===== src/rtl/cpu_ctrl_pkg.sv =====
// Shared control-transfer encodings for the PC/control-transfer unit.
// Holds op codes, FSM states and the word-offset shift amount.
package cpu_ctrl_pkg;

    typedef enum logic [2:0] {
        OP_SEQ = 3'd0,
        OP_J   = 3'd1,
        OP_JR  = 3'd2,
        OP_BEQ = 3'd3,
        OP_BNE = 3'd4,
        OP_BGT = 3'd5,
        OP_BLT = 3'd6
    } op_e;

    typedef enum logic {
        ST_RUN   = 1'b0,
        ST_DELAY = 1'b1
    } state_e;

    localparam int unsigned WORD_SHIFT = 2;

endpackage


===== src/rtl/branch_compare.sv =====
// Register-value branch condition: equality and signed ordering on rs/rt.
// Outputs 0 for any op that is not a compare-branch.
module branch_compare
    import cpu_ctrl_pkg::*;
#(
    parameter int unsigned DATA_W = 32
) (
    input  logic [2:0]        op,
    input  logic [DATA_W-1:0] rs_val,
    input  logic [DATA_W-1:0] rt_val,
    output logic              cond
);

    always_comb begin
        cond = 1'b0;
        case (op)
            OP_BEQ:  cond = (rs_val == rt_val);
            OP_BNE:  cond = (rs_val != rt_val);
            OP_BGT:  cond = ($signed(rs_val) > $signed(rt_val));
            OP_BLT:  cond = ($signed(rs_val) < $signed(rt_val));
            default: cond = 1'b0;
        endcase
    end

endmodule


===== src/rtl/pc_control_unit.sv =====
// Program counter and control-transfer unit: sequential advance, J, JR and
// compare-branches, with an optional single delay-slot instruction.
module pc_control_unit
    import cpu_ctrl_pkg::*;
#(
    parameter int unsigned       ADDR_W       = 32,
    parameter int unsigned       DATA_W       = 32,
    parameter logic [ADDR_W-1:0] RESET_VECTOR = '0,
    parameter int unsigned       DELAY_SLOT   = 1
) (
    input  logic              clk,
    input  logic              rst,
    input  logic              stall,
    input  logic              valid,
    input  logic [2:0]        op,
    input  logic [DATA_W-1:0] rs_val,
    input  logic [DATA_W-1:0] rt_val,
    input  logic [15:0]       offset,
    input  logic [25:0]       target,
    output logic [ADDR_W-1:0] pc,
    output logic [ADDR_W-1:0] pc_plus4,
    output logic              taken,
    output logic              addr_err,
    output logic              slot_err
);

    state_e            state_q, state_n;
    logic [ADDR_W-1:0] tgt_q, tgt_n, pc_n;
    logic [ADDR_W-1:0] br_tgt, j_tgt, jr_tgt, xfer_tgt;
    logic [2:0]        op_eff;
    logic              cond, is_jump, addr_err_n, slot_err_n;

    assign op_eff   = valid ? op : OP_SEQ;
    assign pc_plus4 = pc + ADDR_W'(4);

    branch_compare #(.DATA_W(DATA_W)) u_cmp (
        .op     (op_eff),
        .rs_val (rs_val),
        .rt_val (rt_val),
        .cond   (cond)
    );

    assign is_jump = (op_eff == OP_J) || (op_eff == OP_JR);
    assign taken   = valid & ~stall & ~rst & (state_q == ST_RUN) & (is_jump | cond);

    // J keeps the upper PC region; built by overlay so ADDR_W == 28 needs no empty slice
    always_comb begin
        br_tgt = pc_plus4 + (ADDR_W'($signed(offset)) << WORD_SHIFT);
        jr_tgt = ADDR_W'(rs_val) & ~ADDR_W'(3);
        j_tgt        = pc_plus4;
        j_tgt[27:0]  = {target, 2'b00};
        case (op_eff)
            OP_J:    xfer_tgt = j_tgt;
            OP_JR:   xfer_tgt = jr_tgt;
            default: xfer_tgt = br_tgt;
        endcase
    end

    always_comb begin
        state_n    = state_q;
        pc_n       = pc;
        tgt_n      = tgt_q;
        addr_err_n = addr_err;
        slot_err_n = slot_err;
        if (!stall) begin
            addr_err_n = taken && (op_eff == OP_JR) && (rs_val[1:0] != 2'b00);
            slot_err_n = (state_q == ST_DELAY) &&
                         (op_eff inside {OP_J, OP_JR, OP_BEQ, OP_BNE, OP_BGT, OP_BLT});
            case (state_q)
                ST_RUN: begin
                    if (taken && DELAY_SLOT != 0) begin
                        pc_n    = pc_plus4;
                        tgt_n   = xfer_tgt;
                        state_n = ST_DELAY;
                    end else if (taken) begin
                        pc_n = xfer_tgt;
                    end else begin
                        pc_n = pc_plus4;
                    end
                end
                ST_DELAY: begin
                    pc_n    = tgt_q;
                    state_n = ST_RUN;
                end
                default: state_n = ST_RUN;
            endcase
        end
    end

    always_ff @(posedge clk) begin
        if (rst) begin
            state_q  <= ST_RUN;
            pc       <= RESET_VECTOR;
            tgt_q    <= '0;
            addr_err <= 1'b0;
            slot_err <= 1'b0;
        end else begin
            state_q  <= state_n;
            pc       <= pc_n;
            tgt_q    <= tgt_n;
            addr_err <= addr_err_n;
            slot_err <= slot_err_n;
        end
    end

endmodule


===== config.mk =====
export PLATFORM = sky130hd
export DESIGN_NAME = pc_control_unit
export DESIGN_NICKNAME = d
export VERILOG_FILES = /design/src/rtl/cpu_ctrl_pkg.sv /design/src/rtl/branch_compare.sv /design/src/rtl/pc_control_unit.sv
export SDC_FILE = /design/constraint.sdc
export NUM_CORES = 1
export LEC_CHECK = 0
export ABC_CLOCK_PERIOD_IN_PS = 6020
export CORE_MARGIN = 10
export CORE_UTILIZATION = 45
export DETAILED_ROUTE_END_ITERATION = 10
export MAX_ROUTING_LAYER = met4
export PLACE_DENSITY = 0.79
export SYNTH_ARGS = -nofsm -noshare
export SYNTH_HDL_FRONTEND = slang
export SYNTH_HIERARCHICAL = 1
export SYNTH_SLANG_ARGS = --single-unit

===== constraint.sdc =====
create_clock -name clk -period 6.02 [get_ports clk]
set_input_delay 1.806 -clock clk [delete_from_list [all_inputs] [get_ports clk]]
set_output_delay 1.806 -clock clk [all_outputs]
set_load 0.02 [all_outputs]

==> flow_summary.html, run 1 <==
<table>
<tr><th>Metric</th><th>Value</th></tr>
<tr><th colspan="2">Finish</th></tr>
<tr><td>Number of filler cells placed in the layout</td><td>between 1000 and 1500</td></tr>
<tr><td>Fraction of layout cells with a size suffix above 1</td><td>between 15 and 20%</td></tr>
<tr><td>Synth-to-layout area growth</td><td>43.4%</td></tr>
<tr><td>Number of nets at the end of the flow</td><td>between 1000 and 1500</td></tr>
<tr><th colspan="2">Timing</th></tr>
<tr><td>Worst rel slew slack</td><td>just under 50%</td></tr>
<tr><td>Final count of pins violating max slew</td><td>0</td></tr>
<tr><td>Total Neg Setup Slack</td><td>0 ns</td></tr>
<tr><td>Min cycle time layout</td><td>roughly 6.0 ns</td></tr>
<tr><td>Highest attainable clock frequency</td><td>approximately 170 MHz</td></tr>
<tr><td>Final cycle utilization of the critical path</td><td>99.1%</td></tr>
<tr><td>Count of endpoints failing hold in the final timing report</td><td>0</td></tr>
<tr><td>Final setup skew</td><td>around 0.010 ns</td></tr>
<tr><td>RSZ-0062 raised after global routing</td><td>yes</td></tr>
<tr><td>Actual slew at the worst max-slew pin</td><td>0.775 ns</td></tr>
<tr><td>Total setup violations reported at the end of the flow</td><td>0</td></tr>
<tr><td>Worst hold margin</td><td>~0.45 ns</td></tr>
<tr><th colspan="2">Critical path</th></tr>
<tr><td>Type of destination of the critical path</td><td>output port</td></tr>
<tr><td>Crit path required time</td><td>4.21 ns</td></tr>
<tr><td>Maximum fanout along the worst path</td><td>3</td></tr>
<tr><td>Register-to-Register Setup Slack</td><td>about 1.8 ns</td></tr>
<tr><td>Startpoint-to-endpoint class of the critical path</td><td>in -&gt; out</td></tr>
<tr><td>Data arrival at the endpoint of the critical path</td><td>4.16 ns</td></tr>
<tr><td>Startpoint of the worst register-to-register path</td><td>pc[2]$_SDFFE_PP0N_</td></tr>
<tr><td>Worst R2R Path Depth</td><td>13</td></tr>
<tr><td>Endpoint of the worst-slack reg-to-reg timing path</td><td>tgt_q[31]$_SDFFE_PP0P_</td></tr>
<tr><td>Critical path startpoint category</td><td>input port</td></tr>
<tr><th colspan="2">GRT</th></tr>
<tr><td>Pin count of the biggest net entering global routing</td><td>52</td></tr>
<tr><td>First-pass GRT wire length</td><td>around 39 mm</td></tr>
<tr><td>Overall overflow remaining after global route</td><td>0</td></tr>
<tr><td>Via count of the first global-routing pass</td><td>around 7200</td></tr>
<tr><td>Antenna violations before repair</td><td>3</td></tr>
<tr><td>Global Route Usage Sum</td><td>24.5%</td></tr>
<tr><th colspan="2">Synthesis</th></tr>
<tr><td>Syn Inst Count</td><td>869</td></tr>
<tr><td>Post-synthesis sequential element count</td><td>67</td></tr>
<tr><td>Distinct cell type count after synthesis</td><td>68</td></tr>
<tr><td>Most common flop cell mapped by yosys</td><td>dfxtp_1</td></tr>
<tr><td>Number of synthesis warnings</td><td>6</td></tr>
<tr><td>Post-synth EDFFs</td><td>0</td></tr>
<tr><td>Proportion of synthesized chip area in sequential cells</td><td>20.6%</td></tr>
<tr><td>Leading post-synthesis cells by instance count</td><td>nand2_1, a21oi_1, nor2_1</td></tr>
<tr><td>Most frequently used cell type in the post-synthesis netlist</td><td>nand2_1</td></tr>
<tr><td>Post-Syn Nets</td><td>~1000</td></tr>
<tr><td>Fraction of synthesized cell area taken by the top area cell type</td><td>20.6%</td></tr>
<tr><td>Top cells by area, synth</td><td>dfxtp_1, ha_1, a21oi_1</td></tr>
<tr><td>Summed instance area of the synthesized netlist</td><td>~6500 sq um</td></tr>
<tr><td>Async set or reset register ratio after synthesis</td><td>0%</td></tr>
<tr><td>Library cell with the largest summed area after synthesis</td><td>dfxtp_1</td></tr>
<tr><td>Mapped Avg Cell Area</td><td>around 7.5 sq um</td></tr>
<tr><th colspan="2">Clock tree</th></tr>
<tr><td>H-tree levels</td><td>3</td></tr>
<tr><td>Root cell of the clock tree</td><td>clkbuf_16</td></tr>
<tr><td>Cts bufs inserted</td><td>9</td></tr>
<tr><td>CTS clk-pin slew, worst paths</td><td>roughly 0.07 ns</td></tr>
<tr><td>Hold-fix buffers, CTS</td><td>0</td></tr>
<tr><td>Maximum buffer depth of the clock tree</td><td>2</td></tr>
<tr><td>Clock latency of the later-clocked register in the worst-skew pair</td><td>about 0.34 ns</td></tr>
<tr><td>CTS sink cnt</td><td>67</td></tr>
<tr><td>CTS tree</td><td>built</td></tr>
<tr><th colspan="2">Worst hold path</th></tr>
<tr><td>Path class of the lowest-slack min-delay path</td><td>reg -&gt; reg</td></tr>
<tr><td>Hold_sp</td><td>tgt_q[6]$_SDFFE_PP0P_</td></tr>
<tr><td>Destination of the worst hold path</td><td>tgt_q[6]$_SDFFE_PP0P_</td></tr>
<tr><td>Hold path cells</td><td>2</td></tr>
<tr><th colspan="2">Power</th></tr>
<tr><td>Largest voltage drop on the vdd net</td><td>141 uV</td></tr>
<tr><td>Overall power consumption</td><td>between 1000 and 1500 uW</td></tr>
<tr><td>Areal power density over the cells</td><td>between 150 and 200 nW/um^2</td></tr>
<tr><td>Leakage power</td><td>~0.004 uW</td></tr>
<tr><th colspan="2">Placement</th></tr>
<tr><td>Gp weighted congestion</td><td>around 1</td></tr>
<tr><td>DPL Wire Length</td><td>approximately 19 mm</td></tr>
<tr><td>Count of input and output buffers</td><td>roughly 180</td></tr>
<tr><th colspan="2">Detailed routing</th></tr>
<tr><td>Via density per instance</td><td>~6</td></tr>
<tr><td>Number of DRC markers after the initial detailed-route iteration</td><td>approximately 750</td></tr>
<tr><td>Routed wirelength normalized by instance count</td><td>19.9 um</td></tr>
<tr><td>Drt drc</td><td>0</td></tr>
<tr><td>Final wirelength</td><td>around 25 mm</td></tr>
<tr><td>Antenna-violating nets left</td><td>0</td></tr>
<tr><td>Number of detailed-route iterations in the first pass</td><td>6</td></tr>
<tr><td>Number of vias after detailed routing</td><td>7527</td></tr>
<tr><th colspan="2">Floorplanning</th></tr>
<tr><td>Number of rows in the core area</td><td>43</td></tr>
<tr><td>Chip width</td><td>roughly 140 um</td></tr>
<tr><td>Total die area</td><td>19700 sq um</td></tr>
<tr><td>Core region area</td><td>14000 sq um</td></tr>
<tr><td>Die Ht</td><td>between 100 and 150 um</td></tr>
<tr><td>Initial cell density of the core</td><td>46.4%</td></tr>
<tr><td>Number of top-level pins</td><td>180</td></tr>
<tr><th colspan="2">Outcome</th></tr>
<tr><td>Status</td><td>finished clean</td></tr>
<tr><th colspan="2">Job</th></tr>
<tr><td>Max-capacitance violation count</td><td>0</td></tr>
</table>
==> cell usage in the layout (no fill, tap or decap), types with 19 or more instances in the layout <==
cell             netlist  layout
inv_1                 47      24
nand3_1               21      21
ha_4                   0      25
xor2_1                26      26
nor2_1                75      75
nand2_1               83      81
o21ai_0               53      51
a21oi_1               75      72
buf_4                  3      60
inv_2                  0      21
dfxtp_1               67      67
clkdlybuf4s50_1        0     119
nor3_1                19      19
ha_1                  66      39
==> registers in the layout, summed over array words and instances (netlist names) <==
name      flops
pc           32
tgt_q        32
addr_err      1
slot_err      1
state_q       1
==> worst max-delay path, cell delays in order <==
cell and delay (ns):
buf_8 0.10, ha_4 0.24, a21oi_2 0.12, nand2_1 0.07, a221o_1 0.36, a2111o_1 0.41, a211oi_2 0.19, xor2_1 0.21
mux2_4 0.34, o21ai_4 0.14, inv_2 0.05, buf_6 0.13
==> metrics by stage <==
stage	utilization, %	setup WS [ns]	cells	area (sq um)
floorplan	-	0.0189	869	6560
global placement	62.2	-0.876	1231	8740
detailed placement	62.2	-0.893	1231	8740
CTS	65.8	0.000816	1251	9240
global route	66.6	-0.0569	1256	9350
finish	66.6	0.0543	1257	9350
==> metal layers <==
layer	share of wire, %	vias to the layer above	GRT usage, %	wire length [um]
met5	0	-	-	0
met4	1.4	0	5.98	356
met3	10	31	6.39	2600
met2	44	343	36.4	11000
met1	44	3530	32.4	11100
li1	-	3623	-	-
==> final cells by class <==
class / instances / area (sq um) / area share, %
Antenna cell: 4 / 10.0 / 0.107
Inverter: 47 / 181 / 1.94
Timing Repair Buffer: 238 / 2130 / 22.8
Clock inverter: 7 / 83.8 / 0.897
Clock buffer: 9 / 225 / 2.41
Sequential cell: 67 / 1340 / 14.3
Tap cell: 180 / 225 / 2.41
Multi-Input combinational cell: 705 / 5150 / 55.1
==> report_power, final <==
group / total, uW / internal, uW / switching, uW
clock network: 560 / 329 / 231
logic: 405 / 197 / 208
registers: 470 / 457 / 13.4
total: 1440 / 983 / 453
==> cells by family after synthesis <==
| family | synth area share [%] |
|---|---|
| DFF | 20.6 |
| and+or+nand+nor | 23.3 |
| AOI/OAI and AO/OA | 27.7 |
| muxes | 3.65 |
| adders and majority gates | 13.0 |
| xor gates and xnor gates | 5.78 |
| buffers and inverters | 6.05 |
==> timing repair <==
action	in CTS	in global routing
pin swaps	43	26
setup endpoints to repair	1	1
gates resized for setup	157	55
setup buffers	4	2
==> how the worst max path moves through the flow <==
| stage | start | end | slack (ns) |
|---|---|---|---|
| global route | rt_val[14] | taken | -0.06 |
| CTS | rt_val[22] | taken | 0.0008 |
| detailed placement | rs_val[19] | taken | -0.89 |
| finish | rs_val[22] | taken | 0.05 |
| floorplan | rt_val[19] | taken | 0.02 |
| global placement | rs_val[19] | taken | -0.88 |
No activity file was read; power rests on OpenSTA's default activity.
==> run 2, diff against run 1 <==
- TNS_END_PERCENT: not set -> 1
==> results of run 2 <==
Final layout, timing and power as in run 1 (identical DEF).
==> run 3, diff against run 2 <==
- CORE_UTILIZATION: 45 -> 59
- DONT_BUFFER_PORTS: not set -> 1
- PLACE_DENSITY: 0.79 -> 0.78
==> run 3 against run 2 <==
- utilization down 4.0 points
- critical path depth shrank 1
- setup slack improved by 0.016 ns
- fmax rose by 0.27%
- count of clock-buffer cells in the layout unchanged
- power fell by 18%
- hold slack is essentially flat
- largest power group is now sequential cells
- highest routed layer unchanged
==> flow_summary.html, run 3 (synthesis gave the netlist of run 1 again) <==
<table>
<tr><th>Metric</th><th>Value</th></tr>
<tr><th colspan="2">GRT</th></tr>
<tr><td>Antenna violations before repair</td><td>0 (-3)</td></tr>
<tr><td>First-pass GRT wire length</td><td>36.4 mm (-6.4%)</td></tr>
<tr><td>Via count of the first global-routing pass</td><td>6382 (-12%)</td></tr>
<tr><td>Global Route Usage Sum</td><td>29.0% (+4.5 points)</td></tr>
<tr><td>Pin count of the biggest net entering global routing</td><td>53 (+1.9%)</td></tr>
<tr><td>Overall overflow remaining after global route</td><td>0 (unchanged)</td></tr>
<tr><th colspan="2">Finish</th></tr>
<tr><td>Register cell area after layout</td><td>1340 sq um (unchanged)</td></tr>
<tr><td>Leading registers by flop count</td><td>pc x32, tgt_q x32</td></tr>
<tr><td>Fraction of layout cells with a size suffix above 1</td><td>6.18% (-12 points)</td></tr>
<tr><td>Synth-to-layout area growth</td><td>4.15%</td></tr>
<tr><td>Most frequent cells in the layout</td><td>nand2_1, nor2_1, a21oi_1</td></tr>
<tr><td>Antenna diode instance count</td><td>0 (-4)</td></tr>
<tr><td>Most frequent standard cell in the layout excluding fill and tap cells</td><td>nand2_1</td></tr>
<tr><td>Multi-input gate area</td><td>4820 sq um (-6.5%)</td></tr>
<tr><td>Area of all placed cells without fillers</td><td>6790 sq um (-27%)</td></tr>
<tr><td>Number of filler cells placed in the layout</td><td>1015 (-18%)</td></tr>
<tr><td>Finished Layout Cells</td><td>982 (-22%)</td></tr>
<tr><td>Number of nets at the end of the flow</td><td>1017 (-19%)</td></tr>
<tr><th colspan="2">Detailed routing</th></tr>
<tr><td>Number of detailed-route iterations in the first pass</td><td>10 (+4)</td></tr>
<tr><td>Antenna-violating nets left</td><td>0 (unchanged)</td></tr>
<tr><td>Via density per instance</td><td>6.95 (+16%)</td></tr>
<tr><td>Routed wirelength normalized by instance count</td><td>24.2 um (+22%)</td></tr>
<tr><td>Number of vias after detailed routing</td><td>6824 (-9.3%)</td></tr>
<tr><td>Number of DRC markers after the initial detailed-route iteration</td><td>802 (+7.2%)</td></tr>
<tr><td>Drt drc</td><td>0 (unchanged)</td></tr>
<tr><td>Final wirelength</td><td>23.8 mm (-5.0%)</td></tr>
<tr><th colspan="2">Critical path</th></tr>
<tr><td>Critical path startpoint category</td><td>input port</td></tr>
<tr><td>Maximum fanout along the worst path</td><td>2 (-1)</td></tr>
<tr><td>Critical-path cell with the highest stage delay</td><td>mux2_4</td></tr>
<tr><td>Buffers plus inverters on the worst setup path</td><td>2 (-1)</td></tr>
<tr><td>Type of destination of the critical path</td><td>output port</td></tr>
<tr><td>Crit path largest cell delay</td><td>0.34 ns (-0.07 ns)</td></tr>
<tr><td>Worst path top cell family by delay</td><td>compound AO/OA/AOI/OAI gates</td></tr>
<tr><td>CP Cell Sequence</td><td>inv_1 &gt; ha_1 &gt; a21o_1 &gt; a221o_1 &gt; a221oi_2 &gt; nor2_1 &gt; a211oi_2 &gt; xor2_1 &gt; mux2_4 &gt; o21ai_4 &gt; inv_4</td></tr>
<tr><td>Startpoint-to-endpoint class of the critical path</td><td>in -&gt; out</td></tr>
<tr><td>Crit path required time</td><td>4.21 ns (about the same)</td></tr>
<tr><td>Data arrival at the endpoint of the critical path</td><td>4.14 ns (-0.02 ns)</td></tr>
<tr><th colspan="2">Placement</th></tr>
<tr><td>DPL Wire Length</td><td>18.5 mm (-3.0%)</td></tr>
<tr><td>Gp weighted congestion</td><td>0.980 (-1.6%)</td></tr>
<tr><td>Count of input and output buffers</td><td>0 (-100%)</td></tr>
<tr><td>Worst-case setup slack after placement</td><td>0.0865 ns (+0.980 ns)</td></tr>
<tr><td>Total instance count after detailed placement</td><td>966 (-22%)</td></tr>
<tr><td>Placement-stage cell area</td><td>6560 sq um (-25%)</td></tr>
<tr><th colspan="2">Timing</th></tr>
<tr><td>Total setup violations reported at the end of the flow</td><td>0 (unchanged)</td></tr>
<tr><td>Final cycle utilization of the critical path</td><td>98.8% (-0.27 points)</td></tr>
<tr><td>Final setup skew</td><td>0.0178 ns (+0.00758 ns)</td></tr>
<tr><td>Final count of pins violating max slew</td><td>0 (unchanged)</td></tr>
<tr><td>Count of endpoints failing hold in the final timing report</td><td>0 (unchanged)</td></tr>
<tr><td>Total Neg Setup Slack</td><td>0 ns (unchanged)</td></tr>
<tr><td>Worst rel slew slack</td><td>12.6% (-36 points)</td></tr>
<tr><td>RSZ-0062 raised after global routing</td><td>no</td></tr>
<tr><td>Highest attainable clock frequency</td><td>168 MHz (+0.27%)</td></tr>
<tr><td>Post-route worst setup slack</td><td>0.0704 ns (+0.0161 ns)</td></tr>
<tr><td>Min cycle time layout</td><td>5.95 ns (-0.0161 ns)</td></tr>
<tr><td>Actual slew at the worst max-slew pin</td><td>1.31 ns (+0.534 ns)</td></tr>
<tr><th colspan="2">Clock tree</th></tr>
<tr><td>Root cell of the clock tree</td><td>clkbuf_8</td></tr>
<tr><td>Post-CTS repair timing setup buffer count</td><td>0 (-4)</td></tr>
<tr><td>CTS tree</td><td>built</td></tr>
<tr><td>Cts bufs inserted</td><td>9 (unchanged)</td></tr>
<tr><td>Maximum buffer depth of the clock tree</td><td>2 (unchanged)</td></tr>
<tr><td>Clock latency of the later-clocked register in the worst-skew pair</td><td>0.37 ns (+0.03 ns)</td></tr>
<tr><td>CTS sink cnt</td><td>67 (unchanged)</td></tr>
<tr><td>CTS clk-pin slew, worst paths</td><td>0.07 ns (about the same)</td></tr>
<tr><td>H-tree levels</td><td>3 (unchanged)</td></tr>
<tr><th colspan="2">Worst hold path</th></tr>
<tr><td>Path class of the lowest-slack min-delay path</td><td>reg -&gt; reg</td></tr>
<tr><th colspan="2">Job</th></tr>
<tr><td>Max-capacitance violation count</td><td>0 (unchanged)</td></tr>
<tr><th colspan="2">Outcome</th></tr>
<tr><td>Status</td><td>finished clean</td></tr>
<tr><th colspan="2">Floorplanning</th></tr>
<tr><td>Core region area</td><td>10800 sq um (-23%)</td></tr>
<tr><td>Number of top-level pins</td><td>180 (unchanged)</td></tr>
<tr><td>Initial cell density of the core</td><td>60.1% (+14 points)</td></tr>
<tr><td>Number of rows in the core area</td><td>38 (-12%)</td></tr>
<tr><td>Die Ht</td><td>125 um (-11%)</td></tr>
<tr><td>Chip width</td><td>125 um (-11%)</td></tr>
<tr><td>Total die area</td><td>15700 sq um (-21%)</td></tr>
<tr><th colspan="2">Power</th></tr>
<tr><td>Areal power density over the cells</td><td>172 nW/um^2 (+12%)</td></tr>
<tr><td>Overall power consumption</td><td>1170 uW (-18%)</td></tr>
<tr><td>Largest voltage drop on the vdd net</td><td>125 uV (-12%)</td></tr>
<tr><td>Leakage power</td><td>0.00292 uW (-27%)</td></tr>
</table>
[run 3: cell types whose count changed in the layout (fill, tap and decap cells not counted), sizes merged, moves of 3 or more]
| cell | before | now |
|---|---|---|
| dlymetal6s2s | 8 | 0 |
| inv | 51 | 48 |
| buf | 82 | 7 |
| clkbuf | 16 | 9 |
| clkinv | 1 | 4 |
| diode | 4 | 0 |
| clkdlybuf4s15 | 7 | 0 |
| dlygate4sd2 | 15 | 0 |
| clkdlybuf4s50 | 119 | 0 |
[run 3: power breakdown]
group | leakage (uW) | internal, uW | switching (uW)
logic | 0.00226 | 97.1 | 152
clock network | 0.000114 | 236 | 210
registers | 0.000542 | 456 | 19.1
total | 0.00292 | 790 | 381
[run 3: cell type report]
type                            count  share of cell area, %
Sequential cell                    67                   19.8
Inverter                           47                   2.64
Clock inverter                      7                   1.47
Timing Repair Buffer                7                  0.774
Multi-Input combinational cell    705                   70.9
Tap cell                          140                   2.58
Clock buffer                        9                   1.82
[run 3: metrics by stage]
stage / utilization [%] / hold WS [ns]
finish: 62.6 / 0.454
global route: 62.6 / 0.464
CTS: 62.5 / 0.447
detailed placement: 60.5 / 0.437
global placement: 60.5 / 0.438
floorplan: - / 0.431
[run 3: final timing paths]
path / from / endpoint / slack, ns / cells after the start
max: rt_val[5] / taken / 0.07 / 11
max reg2reg: pc[4]$_SDFFE_PP0N_ / tgt_q[31]$_SDFFE_PP0P_ / 1.24 / 13
min reg2reg: tgt_q[5]$_SDFFE_PP0P_ / tgt_q[5]$_SDFFE_PP0P_ / 0.45 / 2
min: tgt_q[5]$_SDFFE_PP0P_ / tgt_q[5]$_SDFFE_PP0P_ / 0.45 / 2
[run 3: worst reg2reg max path: cells and delay by family (launching register included)]
family,cells,cell delay [ns]
simple gates,5,1.72
compound gates,5,1.11
xor+xnor,2,0.75
flops,1,0.64
fa+ha+maj,1,0.44
[run 3: per-layer routing]
metal  wire [um]  GRT usage (%)
met2       10600           43.0
met3        2510           6.51
met1       10400           39.4
met5           0              -
met4         271           6.17
[run 3: repair_timing]
item,in CTS,in global routing
gates resized for setup,0,2
hold buffers,0,0
endpoints found under the setup margin,0,1
